==> src/rtl/sysid_pkg.sv <==
// Shared definitions for the system-ID reader and anything else that needs to
// agree with it: the FSM state encoding, the two word addresses of the
// system-ID slave, the default build timestamp, and the timeout counter width.
package sysid_pkg;

    typedef enum logic [2:0] {
        IDLE  = 3'd0,
        RD_ID = 3'd1,
        WT_ID = 3'd2,
        RD_TS = 3'd3,
        WT_TS = 3'd4,
        DONE  = 3'd5
    } state_t;

    localparam logic ADDR_ID = 1'b0;
    localparam logic ADDR_TS = 1'b1;

    // Build timestamp that the slave generator also uses, so both sides of
    // the check come from one source.
    localparam logic [31:0] DEFAULT_EXPECTED_TS = 32'd1536784816;

    localparam int CTR_W = 16;

endpackage

==> src/rtl/sysid_timeout_ctr.sv <==
// Per-transfer watchdog counter for the system-ID reader.
//
// Ports:
//   clock       system clock, rising edge
//   reset_n     synchronous active-low reset
//   clear       restart the count at zero (takes priority over enable)
//   enable      count this cycle
//   last_cycle  high while the current cycle is the TIMEOUT_CYCLES-th cycle
//               since the last clear, i.e. the last cycle a transfer may use
module sysid_timeout_ctr
    import sysid_pkg::*;
#(
    parameter int TIMEOUT_CYCLES = 255
) (
    input  logic clock,
    input  logic reset_n,
    input  logic clear,
    input  logic enable,
    output logic last_cycle
);

    localparam logic [CTR_W-1:0] LAST = CTR_W'(TIMEOUT_CYCLES - 1);

    logic [CTR_W-1:0] count;

    always_ff @(posedge clock) begin
        if (!reset_n || clear) begin
            count <= '0;
        end else if (enable) begin
            count <= count + 1'b1;
        end
    end

    // count holds the number of cycles already spent, so the terminal cycle
    // is the one where it equals TIMEOUT_CYCLES-1.
    assign last_cycle = (count == LAST);

endmodule

==> src/rtl/sysid_reader.sv <==
// Avalon-MM read master that fetches the system ID (word 0) and build
// timestamp (word 1) from the system-ID slave, latches both, and compares
// them with the values this image was built against.
//
// Ports:
//   clock, reset_n       clock and synchronous active-low reset
//   start                one-cycle launch pulse, ignored while busy
//   avm_address/avm_read registered read request (address 0 = ID, 1 = TS)
//   avm_waitrequest      slave stall, request held while high
//   avm_readdatavalid    read data strobe
//   avm_readdata         read data
//   busy                 a check is in progress
//   done                 one-cycle pulse when a check ends
//   id_ok/ts_ok          latched compare results of the last check
//   timeout              latched: a transfer ran out of cycles
//   id_value/ts_value    last values read
module sysid_reader
    import sysid_pkg::*;
#(
    parameter logic [31:0] EXPECTED_ID    = 32'd0,
    parameter logic [31:0] EXPECTED_TS    = DEFAULT_EXPECTED_TS,
    parameter int          TIMEOUT_CYCLES = 255,
    parameter bit          AUTO_START     = 1'b1
) (
    input  logic        clock,
    input  logic        reset_n,
    input  logic        start,
    output logic        avm_address,
    output logic        avm_read,
    input  logic        avm_waitrequest,
    input  logic        avm_readdatavalid,
    input  logic [31:0] avm_readdata,
    output logic        busy,
    output logic        done,
    output logic        id_ok,
    output logic        ts_ok,
    output logic        timeout,
    output logic [31:0] id_value,
    output logic [31:0] ts_value
);

    state_t state;
    logic   auto_pend;
    logic   launch;
    logic   data_in;
    logic   ctr_clear;
    logic   ctr_enable;
    logic   last_cycle;

    always_comb begin
        launch     = start || auto_pend;
        // Data counts in RD_* only when the request is accepted in the same
        // cycle (zero-latency slave); in WT_* any strobe is our data.
        data_in    = avm_readdatavalid &&
                     (((state == RD_ID || state == RD_TS) && !avm_waitrequest) ||
                      state == WT_ID || state == WT_TS);
        // The counter restarts on every entry to RD_*.
        ctr_clear  = (state == IDLE && launch) ||
                     (data_in && (state == RD_ID || state == WT_ID));
        ctr_enable = state inside {RD_ID, WT_ID, RD_TS, WT_TS};
    end

    sysid_timeout_ctr #(
        .TIMEOUT_CYCLES(TIMEOUT_CYCLES)
    ) u_timeout_ctr (
        .clock     (clock),
        .reset_n   (reset_n),
        .clear     (ctr_clear),
        .enable    (ctr_enable),
        .last_cycle(last_cycle)
    );

    always_ff @(posedge clock) begin
        done <= 1'b0;
        if (!reset_n) begin
            state       <= IDLE;
            auto_pend   <= AUTO_START;
            avm_read    <= 1'b0;
            avm_address <= ADDR_ID;
            busy        <= 1'b0;
            id_ok       <= 1'b0;
            ts_ok       <= 1'b0;
            timeout     <= 1'b0;
            id_value    <= '0;
            ts_value    <= '0;
        end else begin
            case (state)
                IDLE: begin
                    if (launch) begin
                        auto_pend   <= 1'b0;
                        id_ok       <= 1'b0;
                        ts_ok       <= 1'b0;
                        timeout     <= 1'b0;
                        busy        <= 1'b1;
                        avm_read    <= 1'b1;
                        avm_address <= ADDR_ID;
                        state       <= RD_ID;
                    end
                end
                RD_ID, WT_ID: begin
                    // Arriving data wins over a coincident terminal count.
                    if (data_in) begin
                        id_value    <= avm_readdata;
                        id_ok       <= (avm_readdata == EXPECTED_ID);
                        avm_read    <= 1'b1;
                        avm_address <= ADDR_TS;
                        state       <= RD_TS;
                    end else if (last_cycle) begin
                        timeout  <= 1'b1;
                        avm_read <= 1'b0;
                        busy     <= 1'b0;
                        done     <= 1'b1;
                        state    <= DONE;
                    end else if (state == RD_ID && !avm_waitrequest) begin
                        avm_read <= 1'b0;
                        state    <= WT_ID;
                    end
                end
                RD_TS, WT_TS: begin
                    if (data_in) begin
                        ts_value <= avm_readdata;
                        ts_ok    <= (avm_readdata == EXPECTED_TS);
                        avm_read <= 1'b0;
                        busy     <= 1'b0;
                        done     <= 1'b1;
                        state    <= DONE;
                    end else if (last_cycle) begin
                        timeout  <= 1'b1;
                        avm_read <= 1'b0;
                        busy     <= 1'b0;
                        done     <= 1'b1;
                        state    <= DONE;
                    end else if (state == RD_TS && !avm_waitrequest) begin
                        avm_read <= 1'b0;
                        state    <= WT_TS;
                    end
                end
                // A start seen here is not acted on; IDLE samples it next cycle.
                DONE: begin
                    state <= IDLE;
                end
                default: begin
                    avm_read <= 1'b0;
                    busy     <= 1'b0;
                    state    <= IDLE;
                end
            endcase
        end
    end

endmodule

==> config.mk <==
export PLATFORM = sky130hd
export DESIGN_NAME = sysid_reader
export DESIGN_NICKNAME = d
export VERILOG_FILES = /design/src/rtl/sysid_pkg.sv /design/src/rtl/sysid_timeout_ctr.sv /design/src/rtl/sysid_reader.sv
export SDC_FILE = /design/constraint.sdc
export NUM_CORES = 1
export LEC_CHECK = 0
export ABC_AREA = 1
export CORE_AREA = 2 2 82 84
export DETAILED_ROUTE_END_ITERATION = 7
export DIE_AREA = 0 0 84 86
export DONT_BUFFER_PORTS = 1
export PLACE_DENSITY_LB_ADDON = 0.2
export SETUP_SLACK_MARGIN = 0.2
export SLEW_MARGIN = 20
export SYNTH_ARGS = -nofsm -noshare
export SYNTH_HDL_FRONTEND = slang
export SYNTH_HIERARCHICAL = 1
export SYNTH_SLANG_ARGS = --single-unit
==> constraint.sdc <==
create_clock -name clock -period 2.58 [get_ports clock]
set_clock_uncertainty 0.1 [all_clocks]
set_input_delay 0.645 -clock clock [delete_from_list [all_inputs] [get_ports clock]]
set_output_delay 0.645 -clock clock [all_outputs]
set_load 0.01 [all_outputs]
After elaboration in Yosys (flattened, before gate mapping). Index checks and enable logic that the tools add are counted.

Input port bits: 37. Output and inout bits: 71. Bits in registers: 91. Logic and storage cells: 96.

Add/subtract/negate cells: 1. Equality and inequality tests: 15. Reductions and logical operators: 33. Bitwise gates (word level): 1. Mux-type cells: 34.

Operators by type and width (number): 32-bit by 31-bit equality test with 1-bit output, second input constant (1); 32-bit zero test (1); 3-bit two-way mux (7); 1-bit two-way mux (19); 16-bit by 1-bit adder with 16-bit output, second input constant (1); 16-bit by 8-bit equality test with 1-bit output, second input constant (1); 3-bit AND reduction (4); 2-bit inequality test, second input constant (5); 1-bit case mux with 2 select lines (5); 3-bit case mux with 3 select lines (1); 4-bit inequality test, second input constant (2); 1-bit case mux with 4 select lines (2); 4-bit AND reduction (2); 1-bit logical OR (7); 3-bit by 2-bit equality test with 1-bit output, second input constant (2); 3-bit equality test, second input constant (2); 1-bit logical AND (6); 2-bit AND reduction (3); 2-bit nonzero test (3); 4-bit nonzero test (1); 2-bit OR reduction (2); 4-bit OR reduction (1); 3-bit by 1-bit equality test with 1-bit output, second input constant (1); 3-bit zero test (1); 3 further kinds (4).

Depth between registers and ports, before layout. Gate-level depths: netlist of the first run.

Depth after elaboration: 9. Depth in mapped cells: 12. Depth with buffers taken out: 11.

By module. The synthesis of the first run kept the hierarchy.

By module, submodules not included: sysid_reader (instances 1, area an instance 2934.1 µm², cells an instance 371, seq. area each 1501.4 µm²); sysid_timeout_ctr (instances 1, area an instance 868.3 µm², cells an instance 132, seq. area each 320.3 µm²).

Worst setup path after synthesis of the first run. OpenSTA, ideal clock, no wires.

Path type: input port to flip-flop. Start: in avm_waitrequest. End: reg u_timeout_ctr.count[0]. Path buffers: 1. Setup time: 70 ps. Data required time: 2410 ps. Data arrival time: 1766 ps. Stages: 11. Path slack: 644 ps. Path through: nand3_1 nand2_1 inv_2 nand2_2 nor2_8 nor2_1 inv_1 nor2_1 buf_2 o21ai_0 a21oi_1.

Cells in the longest elaborated chain, start to end: 8.

Ends and longest elaborated chain: from (decl) (line sysid_reader.sv:30) `input logic avm_waitrequest,`; 1-bit zero test (line sysid_reader.sv:55) `(((state == RD_ID || state == RD_TS) && !avm_waitrequest) ||`; 1-bit logical AND (line sysid_reader.sv:55); 1-bit logical OR (line sysid_reader.sv:55); 1-bit logical OR (line sysid_reader.sv:56) `state == WT_ID || state == WT_TS);`; 1-bit logical AND (line sysid_reader.sv:54) `data_in = avm_readdatavalid &&`; 1-bit logical AND (line sysid_reader.sv:59) `(data_in && (state == RD_ID || state == WT_ID));`; 1-bit logical OR (line sysid_reader.sv:58) `ctr_clear = (state == IDLE && launch) ||`; named net ctr_clear (line sysid_reader.sv:46) `logic ctr_clear;`; 1-bit logical OR (line sysid_timeout_ctr.sv:27) `if (!reset_n || clear) begin`; to (signal assigned) (line sysid_timeout_ctr.sv:30) `count <= count + 1'b1;`; to (decl) (line sysid_timeout_ctr.sv:24) `logic [CTR_W-1:0] count;`.

The timed path passes the listed nets, and every way through them passes these cells. A chain may end at the register's enable or synchronous reset.

Final worst setup path of the first run.
Start: reg state[0]. End: reg u_timeout_ctr.count[6].

Elaborated cells on any way between the ends: 16. Those cells by class: eq/ne: 4; reduce/logical: 12.

RTL lines: from (decl) (line sysid_reader.sv:42) `state_t state;`; from (signal assigned) (line sysid_reader.sv:76) `state <= IDLE;`; from (signal assigned) (line sysid_reader.sv:97) `state <= RD_ID;`; from (signal assigned) (line sysid_reader.sv:107) `state <= RD_TS;`; 3-bit by 1-bit equality test with 1-bit output (tied with other cells) (line sysid_reader.sv:60) `ctr_enable = state inside {RD_ID, WT_ID, RD_TS, WT_TS};`; 4-bit nonzero test (*) (line sysid_reader.sv:60); named net ctr_enable (line sysid_reader.sv:47) `logic ctr_enable;`.

Mark *: on every way through the listed nets, which the timed path passes. The rest lies on a longest branch.

==> results.json, run 1 <==
{
  "setup_viol": 0,
  "cts_tree": "built",
  "wl_per_cell_um": 15.08,
  "synthTopCellsByArea": "dfxtp_1 (48%), a21oi_1 (9.1%), o21ai_1 (7.4%)",
  "place.gp.congestion": 0.8841,
  "leakagePower_nw": 1.642,
  "port_buffers": 0,
  "syn_inst": 503,
  "avgSynthCellArea_um2": 7.559,
  "initial_core_util_pct": 60.57,
  "min_period_ns": 2.055,
  "cts_sinks": 91,
  "p_per_area_nw_per_um2": 992.7,
  "insertion_delay_ns": 0.35,
  "cp_max_fo": 12,
  "coreArea_um2": 6277,
  "cts-buffers-inserted": 9,
  "maxSlewHeadroom_pct": 71.89,
  "cp.arrival_ns": 2.19,
  "fin_ws_ns": 0.5247,
  "pin_count": 108,
  "drc": 0,
  "worst_pin_slew_ns": 0.4216,
  "setup_tns_ns": 0,
  "antenna_found_initial": 0,
  "pre_cts_ws_ns": 0.5428,
  "drv_slew": 0,
  "drt_first_pass_iters": 4,
  "clock.fmax_mhz": 486.5,
  "ir_worst_vdd_mv": 0.5757,
  "dpl_cell_area_um2": 3791,
  "cts-resized-gates": 0,
  "required_ns": 2.72,
  "rsz0062_at_grt": "false",
  "grt_overflow": 0,
  "finalCritPeriodShare_pct": 79.66,
  "via_per_inst": 5.642,
  "syn_area_um2": 3802,
  "hold_ws_ns": 0.2776,
  "antenna_cells": 0,
  "synth.distinct_cells": 33,
  "critPathLaunchType": "flop",
  "dp.cells": 564,
  "fp.dieArea_um2": 7224,
  "nFillCells": 567,
  "hold_buffers": 0,
  "hold_viol_final": 0,
  "chipHeight_um": 86,
  "final_nets": 537,
  "drive_gt1_share_pct": 7.769,
  "grt_pass1_wl_um": 14390,
  "grt_max_degree": 72,
  "final_common_cell": "dfxtp_1",
  "yosys_warnings": 6,
  "detailed_place_hpwl_um": 6162,
  "multiInputGateArea_um2": 1617,
  "synth.top_cell.area_share_pct": 47.91,
  "cap_violations": 0,
  "wl_um": 8729,
  "final_cell_mix": "dfxtp_1 (91), nor2_1 (73), a21oi_1 (69)",
  "die_x_um": 84,
  "drt_iter0_drc": 171,
  "row_count": 29,
  "final_cells": 579,
  "synthesis.nets": 542,
  "ant_nets": 0,
  "final_area_um2": 4006,
  "htreeDepth": 3,
  "regArea_um2": 1822,
  "clk_pin_slew_ns": 0.08,
  "clockRootBuffer": "clkbuf_8",
  "grt_usage_pct": 24.42,
  "endpoint_kind": "flop",
  "outcome": "finished clean",
  "synth.ff_latch_count": 91,
  "hold_path.class": "in -> reg",
  "clock_path_buffers": 2,
  "grt_pass1_vias": 3026,
  "via_count": 3267,
  "area_growth_pct": 5.364,
  "yosysSeqAreaShare_pct": 47.91,
  "postCtsSetupRepairBufs": 0,
  "path_class": "reg -> reg",
  "netlist.top_cell.by_area": "dfxtp_1"
}
==> metrics by stage <==
step                      util, %  total power (W)
after floorplan                 -         0.002762
after global placement      60.39         0.002924
after detailed placement    60.39         0.002956
after CTS                   63.82         0.003991
after global routing        63.82         0.004230
final                       63.82         0.003977
==> registers in the layout, indices dropped and copies added (netlist names) <==
signal / flops
auto_pend: 1
avm_address: 1
avm_read: 1
busy: 1
done: 1
id_ok: 1
id_value: 32
state: 3
timeout: 1
ts_ok: 1
ts_value: 32
u_timeout_ctr/count: 16
==> cell usage after synthesis, drive strengths merged <==
cell    number
dfxtp       91
nor2        78
o21ai       78
a21oi       69
nand2       60
inv         58
nand3       17
buf         14
nand4       14
clkbuf       6
nor3         6
ha           2
a31oi        1
and3         1
clkinv       1
nor3b        1
nor4         1
o21a         1
o21bai       1
or2          1
xnor2        1
xor2         1
==> routing by layer <==
| metal | wire length (um) | global-route usage (%) | up-vias | share of wire, % |
|---|---|---|---|---|
| met5 | 0 | 0 | - | 0 |
| met4 | 108 | 9.384 | 0 | 1.2 |
| met3 | 607 | 6.352 | 8 | 7.0 |
| met2 | 4161 | 39.20 | 96 | 48 |
| met1 | 3851 | 31.80 | 1502 | 44 |
| li1 | - | - | 1661 | - |
==> power breakdown <==
group | leakage [nW] | total, W | internal (W) | switching [W]
clock | 0.108 | 0.00104 | 0.000564 | 0.000477
sequential | 0.739 | 0.00201 | 0.00168 | 0.000330
combinational | 0.795 | 0.000930 | 0.000318 | 0.000612
total | 1.64 | 0.00398 | 0.00256 | 0.00142
==> area by class of cell <==
class,count,share of cell area (%)
Clock buffer,10,3.435
Clock inverter,5,1.936
Inverter,59,5.653
Multi-Input combinational cell,333,40.35
Sequential cell,91,45.47
Tap cell,77,2.405
Timing Repair Buffer,4,0.7495
==> critical path, stage by stage, from the launching register on <==
cell and delay, ns:
dfxtp_1 0.38, nor2_2 0.20, nor2_1 0.09, nor2_4 0.27, nand2_2 0.14, nor2_8 0.18
nor2_1 0.07, inv_1 0.06, nor2_1 0.04, buf_4 0.17, inv_1 0.16, nor2_1 0.08
==> cell families (layout without fill, tap and decap cells) <==
| family | Yosys count | after routing | synth area share, % |
|---|---|---|---|
| AO/OA/AOI/OAI | 150 | 150 | 20.01 |
| XOR/XNOR | 2 | 2 | 0.4608 |
| adder cells (fa/ha/maj) | 2 | 2 | 0.6580 |
| buffers and inverters | 79 | 78 | 9.575 |
| flip-flops | 91 | 91 | 47.91 |
| AND/OR/NAND/NOR | 179 | 179 | 21.39 |
==> path summary, 6_finish.rpt <==
kind | depth (start not counted) | to | slack, ns | startpoint
worst max register to register | 11 | u_timeout_ctr/count[6]$_SDFFE_PP0P_ | 0.52 | state[0]$_SDFFE_PN0P_
worst max-delay path | 11 | u_timeout_ctr/count[6]$_SDFFE_PP0P_ | 0.52 | state[0]$_SDFFE_PN0P_
worst min register to register | 2 | auto_pend$_SDFFE_PN1P_ | 0.35 | auto_pend$_SDFFE_PN1P_
worst min-delay path | 1 | auto_pend$_SDFFE_PN1P_ | 0.28 | reset_n
Note: power is estimated with default switching activity, not from simulation.
==> run 2: changes to the inputs <==
--- a/config.mk
+++ b/config.mk
@@ -6,9 +6,9 @@
 export NUM_CORES = 1
 export LEC_CHECK = 0
 export ABC_AREA = 1
-export CORE_AREA = 2 2 82 84
+export CORE_AREA = 2 2 86 88
 export DETAILED_ROUTE_END_ITERATION = 7
-export DIE_AREA = 0 0 84 86
+export DIE_AREA = 0 0 88 90
 export DONT_BUFFER_PORTS = 1
 export PLACE_DENSITY_LB_ADDON = 0.2
 export SETUP_SLACK_MARGIN = 0.2
==> constraint.sdc (replaced) <==
create_clock -name clock -period 1.7 [get_ports clock]
set_clock_uncertainty 0.1 [all_clocks]
set_input_delay 0.425 -clock clock [delete_from_list [all_inputs] [get_ports clock]]
set_output_delay 0.425 -clock clock [all_outputs]
set_load 0.01 [all_outputs]
==> results.json, run 2 (same netlist as run 1, synthesis figures left out) <==
{
  "leakagePower_nw": 2.091,
  "chipHeight_um": 90,
  "path_class": "reg -> reg",
  "crit_chain": "nor2_4, buf_4, nand2_4, nand2_2, nor2_4, nand2_4, clkinv_8, clkbuf_16, o21ai_1, a21oi_1",
  "area_growth_pct": 33.50,
  "use_met3_pct": 7.530,
  "drv_slew": 0,
  "antenna_cells": 0,
  "clkPwrFrac_pct": 21.1,
  "crit_slowest_cell": "dfxtp_4",
  "drt_first_pass_iters": 4,
  "wl_per_cell_um": 17.10,
  "min_period_ns": 1.679,
  "final_nets": 590,
  "cts-buffers-inserted": 9,
  "endpoint_kind": "flop",
  "insertion_delay_ns": 0.36,
  "startpoint": "state[1]$_SDFFE_PN0P_",
  "hold_path.class": "in -> reg",
  "grt_overflow": 0,
  "detailed_place_hpwl_um": 6717,
  "hold_buffers": 0,
  "grt_util_met1_pct": 34.03,
  "p_sw_share_pct": 37.98,
  "drc": 0,
  "final_cell_mix": "dfxtp_1 (84), a21oi_1 (66), nor2_1 (57)",
  "grt_pass1_wl_um": 16480,
  "clk_pin_slew_ns": 0.10,
  "ir_worst_vdd_mv": 0.8954,
  "p_int_w": 0.004559,
  "clockRootBuffer": "clkbuf_8",
  "clock_path_buffers": 2,
  "power.switching_w": 0.002792,
  "hp-start": "reset_n",
  "grt_max_degree": 72,
  "fin_ws_ns": 0.02148,
  "crit_buf_inv": 3,
  "final_util_pct": 72.30,
  "maxSlewHeadroom_pct": 80.31,
  "pre_cts_ws_ns": -0.02886,
  "setup_viol": 0,
  "worstReg2RegStart": "state[1]$_SDFFE_PN0P_",
  "coreArea_um2": 7020,
  "nFillCells": 531,
  "htreeDepth": 3,
  "via_per_inst": 5.606,
  "power_w": 0.007351,
  "cap_violations": 0,
  "seqPwrFrac_pct": 41.9,
  "pin_count": 108,
  "cp.depth": 10,
  "wl_um": 11200,
  "gr-max-usage-layer": "met2",
  "row_count": 31,
  "min_path_cells": 1,
  "initial_core_util_pct": 54.16,
  "port_buffers": 0,
  "antenna_found_initial": 0,
  "grtUsageMet2_pct": 41.22,
  "worst_pin_slew_ns": 0.2942,
  "finalCritPeriodShare_pct": 98.74,
  "comb_power_share_pct": 37.0,
  "cp_max_fo": 8,
  "p_per_area_nw_per_um2": 1448,
  "clock.fmax_mhz": 595.8,
  "grt_pass1_vias": 3402,
  "max_stage_delay_ns": 0.38,
  "fp.dieArea_um2": 7920,
  "hold_viol_final": 0,
  "critPathLaunchType": "flop",
  "place.gp.congestion": 0.8835,
  "drive_gt1_share_pct": 29.14,
  "via_count": 3672,
  "final_common_cell": "dfxtp_1",
  "crit_family": "simple AND/OR/NAND/NOR gates",
  "reg.largest.list": "id_value x32, ts_value x32, u_timeout_ctr/count x16",
  "cts_tree": "built",
  "ant_nets": 0,
  "die_x_um": 88,
  "cp.arrival_ns": 1.83,
  "r2r_cells": 10,
  "required_ns": 1.85,
  "rsz0062_at_grt": "true",
  "grt_usage_pct": 26.17,
  "cts_sinks": 91,
  "outcome": "finished clean",
  "drt_iter0_drc": 224
}
==> run 2: cell types whose count changed in the layout (fill, tap and decap cells not counted), moves of 7 or more <==
cell | previous run | this run
nor2_4 | 2 | 10
buf_4 | 4 | 31
o21ai_0 | 22 | 7
o21ai_1 | 56 | 47
nor2_1 | 73 | 57
dfxtp_1 | 91 | 84
o21ai_2 | 0 | 23
nor2_2 | 2 | 10
nand2_1 | 56 | 47
buf_6 | 0 | 8
clkbuf_16 | 0 | 7
==> run 2: power by group through the flow <==
stage               logic [W]  clock network, W  registers [W]
detailed placement    0.00176                 0        0.00309
global placement      0.00171                 0        0.00309
floorplan             0.00131                 0        0.00300
finish                0.00272           0.00155        0.00308
global route          0.00292           0.00166        0.00312
CTS                   0.00222           0.00157        0.00305
==> run 2: what timing repair did <==
action                                  in CTS  in global routing
endpoints found under the setup margin      89                 90
cloned                                       3                  8
pin swaps                                   14                 22
buffers inserted                             8                  9
resized for setup                           35                 73
==> run 2: layer usage <==
| metal | vias up | routed length, um |
|---|---|---|
| met5 | - | 0 |
| met3 | 16 | 823 |
| met2 | 132 | 5634 |
| li1 | 1764 | - |
| met4 | 0 | 187 |
| met1 | 1760 | 4555 |
==> run 2: metrics by stage <==
step	area (um2)	hold slack (ns)	setup TNS (ns)	instances
CTS	4557	0.02061	0	638
detailed placement	4098	0.3332	-0.04714	611
global placement	4098	0.3313	0	611
global route	5076	0.02246	-0.8587	655
floorplan	3850	0.3195	0	503
finish	5076	0.04219	0	655
==> run 2: final timing paths <==
path	to	slack, ns
setup / recovery	ts_value[29]$_SDFFE_PN0P_	0.02
hold reg to reg	auto_pend$_SDFFE_PN1P_	0.37
setup reg to reg	ts_value[29]$_SDFFE_PN0P_	0.02
hold / removal	auto_pend$_SDFFE_PN1P_	0.04
==> run 2: cell type report <==
class	instances	area, um2	area share [%]
clock inverters	7	83.83	1.651
clock buffers	9	123.9	2.440
multi-input cells	333	1923	37.89
repair buffers	56	723.2	14.25
repair inverters	1	8.758	0.1725
inverters	59	249.0	4.905
flip-flops and latches	91	1841	36.26
well taps	99	123.9	2.440
==> run 2: worst reg2reg max path, cell delays in order (launching register included) <==
cell	delay (ns)
dfxtp_4	0.38
nor2_4	0.14
buf_4	0.13
nand2_4	0.05
nand2_2	0.07
nor2_4	0.05
nand2_4	0.14
clkinv_8	0.13
clkbuf_16	0.18
o21ai_1	0.14
a21oi_1	0.06
==> RTL change 1, RTL diff (settings of run 1) <==
Change the package constant `CTR_W` from 16 to 18.
--- a/src/rtl/sysid_pkg.sv
+++ b/src/rtl/sysid_pkg.sv
@@ -19,7 +19,7 @@
     // the check come from one source.
     localparam logic [31:0] DEFAULT_EXPECTED_TS = 32'd1536784816;
 
-    localparam int CTR_W = 16;
+    localparam int CTR_W = 18;
 
 endpackage
 
Check against the original RTL: no difference found for any inputs over 4 cycles, from zero or initial values and one cycle with reset_n low; that may be too few to reach the edited logic, so the function may still have changed.
==> RTL change 1 against run 1 <==
  * Synthesized cell count is 2.4% higher
  * Sequential cell count increased by 2
  * First-iteration DRC count grew 9.4%
  * Worst setup slack better by 0.020 ns
  * Die area stayed put
  * Power up 0.94%
  * Area after synthesis grew 2.8%
  * Final area up 2.3%
  * Utilization grew 1.5 points
  * Wire length grew 3.1%
  * Via count increased by 1.9%
  * Critical path type unchanged
  * Critical endpoint is now busy$_SDFFE_PN0P_
  * Largest power group unchanged
==> RTL change 1: results (changes against run 1) <==
SYNTH.YOSYS.WARNINGS=6  # unchanged
INSTANCES_NO_FILL=590  # +1.9%
MOST_AREA_CONSUMING_CELLS_AFTER_SYNTHESIS='dfxtp_1 (48%), a21oi_1 (9.6%), o21ai_1 (7.2%), nor2_1 (6.6%), nand2_1 (5.7%)'
VIA_COUNT=3328  # +1.9%
POWER_CLOCK_mW=1.04  # about the same
GLOBALROUTEMET3UTIL=0.0760  # +0.0125
SYNTH_NET_COUNT=554  # +2.2%
USE_MET1=0.319  # +0.000771
ROUTED_WL_UM=9000  # +3.1%
DRTPASS1ITERATIONS=5  # +1
CTS-HTREE-LEVELS=3  # unchanged
FILLER_CELL_COUNT=557  # -1.8%
YOSYSSEQAREASHARE=0.476  # -0.00279
NUM-NONCLK-BUFFERS=2  # -2
PLACE_WORST_SETUP_SLACK_NS=0.467  # -0.0758 ns
POWER_DENSITY_nW_PER_UM2=979  # -1.4%
GLOBAL_ROUTE_WIRE_LENGTH_BEFORE_REPAIR_UM=14600  # +1.7%
YOSYS.AREA.TOP_TYPE_SHARE=0.476  # -0.00279
SIGNAL_BUFFER_AREA_FRACTION=0.00458  # -0.00292
YS_TYPES=29  # -12%
YS_TOP_CELLS_BY_COUNT='dfxtp_1 (93), a21oi_1 (75), nor2_1 (69)'
SYNTH_CELLS=515  # +2.4%
BIGGESTREGSBYFLOPS='id_value: 32 flops, ts_value: 32 flops, u_timeout_ctr/count: 18 flops'
LEAKAGE_nW=1.69  # +2.9%
GLOBAL_ROUTING_USAGE_ON_MET2=0.408  # +0.0160
PLACEDCELLCOUNT=574  # +1.8%
SEQ-CELL-SHARE=0.454  # -0.000642
N_CLOCK_BUFFER=10  # unchanged
CLK_LATENCY_NS=0.36
PLACE.GP.CONGESTION=0.900  # +1.8%
GRT_UTIL_ALL_LAYERS=0.254  # +0.0102
OUTCOME='finished clean'
AREA_SHARE_CLOCK_BUF_INV=0.0528  # -0.000924
FIRST_GLOBAL_VIAS=3139  # +3.7%
SHARE_OF_POST_ROUTE_CELLS_WITH_DRIVE_STRENGTH_ABOVE_1=0.0838  # +0.00613
MULTI_INPUT_CELLS=346  # +3.9%
CLOCK-ROOT-BUFFER='clkbuf_8'
CTS_SETUP_BUFFERS=0  # unchanged
INITIALDRTVIOLATIONCOUNT=187  # +9.4%
MULTIINPUTGATEAREA_UM2=1690  # +4.6%
CLOCKBUFFERDEPTH=2  # unchanged
DETAILED_PLACE_HPWL_UM=6350  # +3.1%
CRITPATHMAXFANOUT=63  # +51
NONCLOCKINVERTERCOUNT=56  # -5.1%
SEQ_CELL_COUNT=93  # +2.2%
NUM_ANTENNA_CELLS=0  # unchanged
MAX-SLEW-MARGIN-REL=0.706  # -0.0129
POWER.NET_SWITCHING_mW=1.50  # +5.9%
WORST_IR_DROP_VDD_V=0.000615  # +6.9%
[RTL change 1: layer usage]
layer,routed length [µm],vias up
li1,-,1699
met1,3860,1493
met3,694,18
met4,217,0
met5,0,-
met2,4230,118
[RTL change 1: logic make-up (layout without fill, tap and decap cells)]
group | count (synthesis) | count (layout) | synth area share
AND/OR/NAND/NOR | 190 | 190 | 0.227
adder cells (fa/ha/maj) | 2 | 2 | 0.00640
AO/OA/AOI/OAI | 153 | 153 | 0.197
flip-flops | 93 | 93 | 0.476
XOR/XNOR | 1 | 1 | 0.00224
buffers and inverters | 76 | 74 | 0.0909
[RTL change 1: through the flow]
| step | area, µm² | hold slack [ns] |
|---|---|---|
| after global routing | 4100 | 0.242 |
| after CTS | 4100 | 0.240 |
| final | 4100 | 0.253 |
| after global placement | 3880 | 0.330 |
| after detailed placement | 3880 | 0.343 |
| after floorplan | 3910 | 0.320 |
[RTL change 1: final timing paths]
kind / from / end / slack [ns] / depth (start not counted)
setup reg to reg: state[0]$_SDFFE_PN0P_ / busy$_SDFFE_PN0P_ / 0.54 / 9
hold reg to reg: auto_pend$_SDFFE_PN1P_ / auto_pend$_SDFFE_PN1P_ / 0.37 / 2
hold / removal: reset_n / auto_pend$_SDFFE_PN1P_ / 0.25 / 1
setup / recovery: state[0]$_SDFFE_PN0P_ / busy$_SDFFE_PN0P_ / 0.54 / 9
[RTL change 1: critical path, stage by stage (launching register included)]
cell and delay, ns:
dfxtp_1 0.38, nor2_2 0.22, nor2_1 0.10, nor2_4 0.23, nand2_2 0.13, nor2_8 0.10
buf_6 0.37, nor2_1 0.07, o21ai_0 0.17, nor2_1 0.06
==> RTL change 2, RTL diff (config.mk and constraints of run 1) <==
Made on the original files. Put one more register stage on the output `timeout`. The value now appears one clock later. The other outputs are not delayed to match. Comments in the files are not updated.
--- a/src/rtl/sysid_reader.sv
+++ b/src/rtl/sysid_reader.sv
@@ -38,6 +38,8 @@
     output logic [31:0] id_value,
     output logic [31:0] ts_value
 );
+
+    logic timeout_s0;
 
     state_t state;
     logic   auto_pend;
@@ -80,7 +82,7 @@
             busy        <= 1'b0;
             id_ok       <= 1'b0;
             ts_ok       <= 1'b0;
-            timeout     <= 1'b0;
+            timeout_s0  <= 1'b0;
             id_value    <= '0;
             ts_value    <= '0;
         end else begin
@@ -90,7 +92,7 @@
                         auto_pend   <= 1'b0;
                         id_ok       <= 1'b0;
                         ts_ok       <= 1'b0;
-                        timeout     <= 1'b0;
+                        timeout_s0  <= 1'b0;
                         busy        <= 1'b1;
                         avm_read    <= 1'b1;
                         avm_address <= ADDR_ID;
@@ -106,7 +108,7 @@
                         avm_address <= ADDR_TS;
                         state       <= RD_TS;
                     end else if (last_cycle) begin
-                        timeout  <= 1'b1;
+                        timeout_s0 <= 1'b1;
                         avm_read <= 1'b0;
                         busy     <= 1'b0;
                         done     <= 1'b1;
@@ -125,7 +127,7 @@
                         done     <= 1'b1;
                         state    <= DONE;
                     end else if (last_cycle) begin
-                        timeout  <= 1'b1;
+                        timeout_s0 <= 1'b1;
                         avm_read <= 1'b0;
                         busy     <= 1'b0;
                         done     <= 1'b1;
@@ -148,5 +150,9 @@
         end
     end
 
+    always_ff @(posedge clock) begin
+        timeout <= timeout_s0;
+    end
+
 endmodule
 
Function: same outputs for any inputs over 4 cycles, from zero or initial values and one cycle with reset_n low; that may be too few to reach the edited logic, so the function may still have changed.
==> RTL change 2 against run 1 <==
  * Critical path depth unchanged
  * Final area up 0.84%
  * Power up 0.90%
  * Clock power down 10%
  * Worst setup slack better by 0.051 ns
  * Die area unchanged
  * Sequential cell count up 1
  * Area after synthesis up 1.2%
  * Wire length up 0.92%
==> RTL change 2: results (changes against run 1) <==
OUTCOME='finished clean'
COMB-POWER_mW=0.980  # +5.4%
METAL3_WL_UM=858  # +41%
ROUTED-WL-MET2_UM=4010  # -3.6%
POWER.SHARE.SWITCHING=0.383  # +0.0267
SYNTH.AVG_CELL_AREA_UM2=7.10  # -6.1%
YOSYSSEQAREASHARE=0.479  # -0.000561
DETAILED_PLACE_HPWL_UM=6140  # -0.29%
WORST_IR_DROP_VDD_V=0.000613  # +6.5%
CRITICAL-PATH-MAX-STAGE-DELAY_NS=0.42  # +0.04 ns
SYNTH-XOR-AREA-SHARE=0.00455  # -0.0000554
DRTPASS1ITERATIONS=5  # +1
GLOBALROUTEMET3UTIL=0.0982  # +0.0346
YS_TOP_CELLS_BY_COUNT='nor2_1 (176), dfxtp_1 (92), nand2_1 (70), o21ai_0 (70), inv_1 (35)'
FILLER_CELL_COUNT=574  # +1.2%
PLACEDCELLCOUNT=602  # +6.7%
POST_DRT_VIA_CELL_RATIO=5.37  # -4.8%
FIRST_GLOBAL_VIAS=3224  # +6.5%
SYNTHESIZED_AREA_FRACTION_OCCUPIED_BY_AO_OA_AOI_AND_OAI_CELLS=0.132  # -0.0684
DRT-MET1-WL_UM=3810  # -1.1%
VIA_COUNT=3321  # +1.7%
GRT_START_MAX_NET_PINS=74  # +2.8%
CRITPATHMAXFANOUT=9  # -3
YS_TYPES=29  # -12%
GLOBAL_ROUTE_WIRE_LENGTH_BEFORE_REPAIR_UM=14800  # +2.8%
GRT_UTIL_ALL_LAYERS=0.253  # +0.00925
==> RTL change 2: per-stage QoR <==
stage	util	setup slack, ns
2_1_floorplan	-	0.618
3_3_place_gp	0.613	0.619
3_5_place_dp	0.613	0.563
4_1_cts	0.644	0.598
5_1_grt	0.644	0.348
6_report	0.644	0.575
==> RTL change 2: worst paths after layout <==
kind	start	end	slack, ns	cells past startpoint
max reg2reg	state[0]$_SDFFE_PN0P_	u_timeout_ctr/count[1]$_SDFFE_PP0P_	0.58	11
max	state[0]$_SDFFE_PN0P_	u_timeout_ctr/count[1]$_SDFFE_PP0P_	0.58	11
min	timeout_s0$_SDFFE_PN0P_	timeout$_DFF_P_	0.26	0
min reg2reg	timeout_s0$_SDFFE_PN0P_	timeout$_DFF_P_	0.26	0
==> RTL change 2: final cells by class <==
cell class              count  area share
inverters                  39      0.0362
repair buffers              5     0.00929
multi-input cells         389       0.428
well taps                  77      0.0238
flip-flops and latches     92       0.456
clock inverters             6      0.0130
clock buffers              10      0.0341
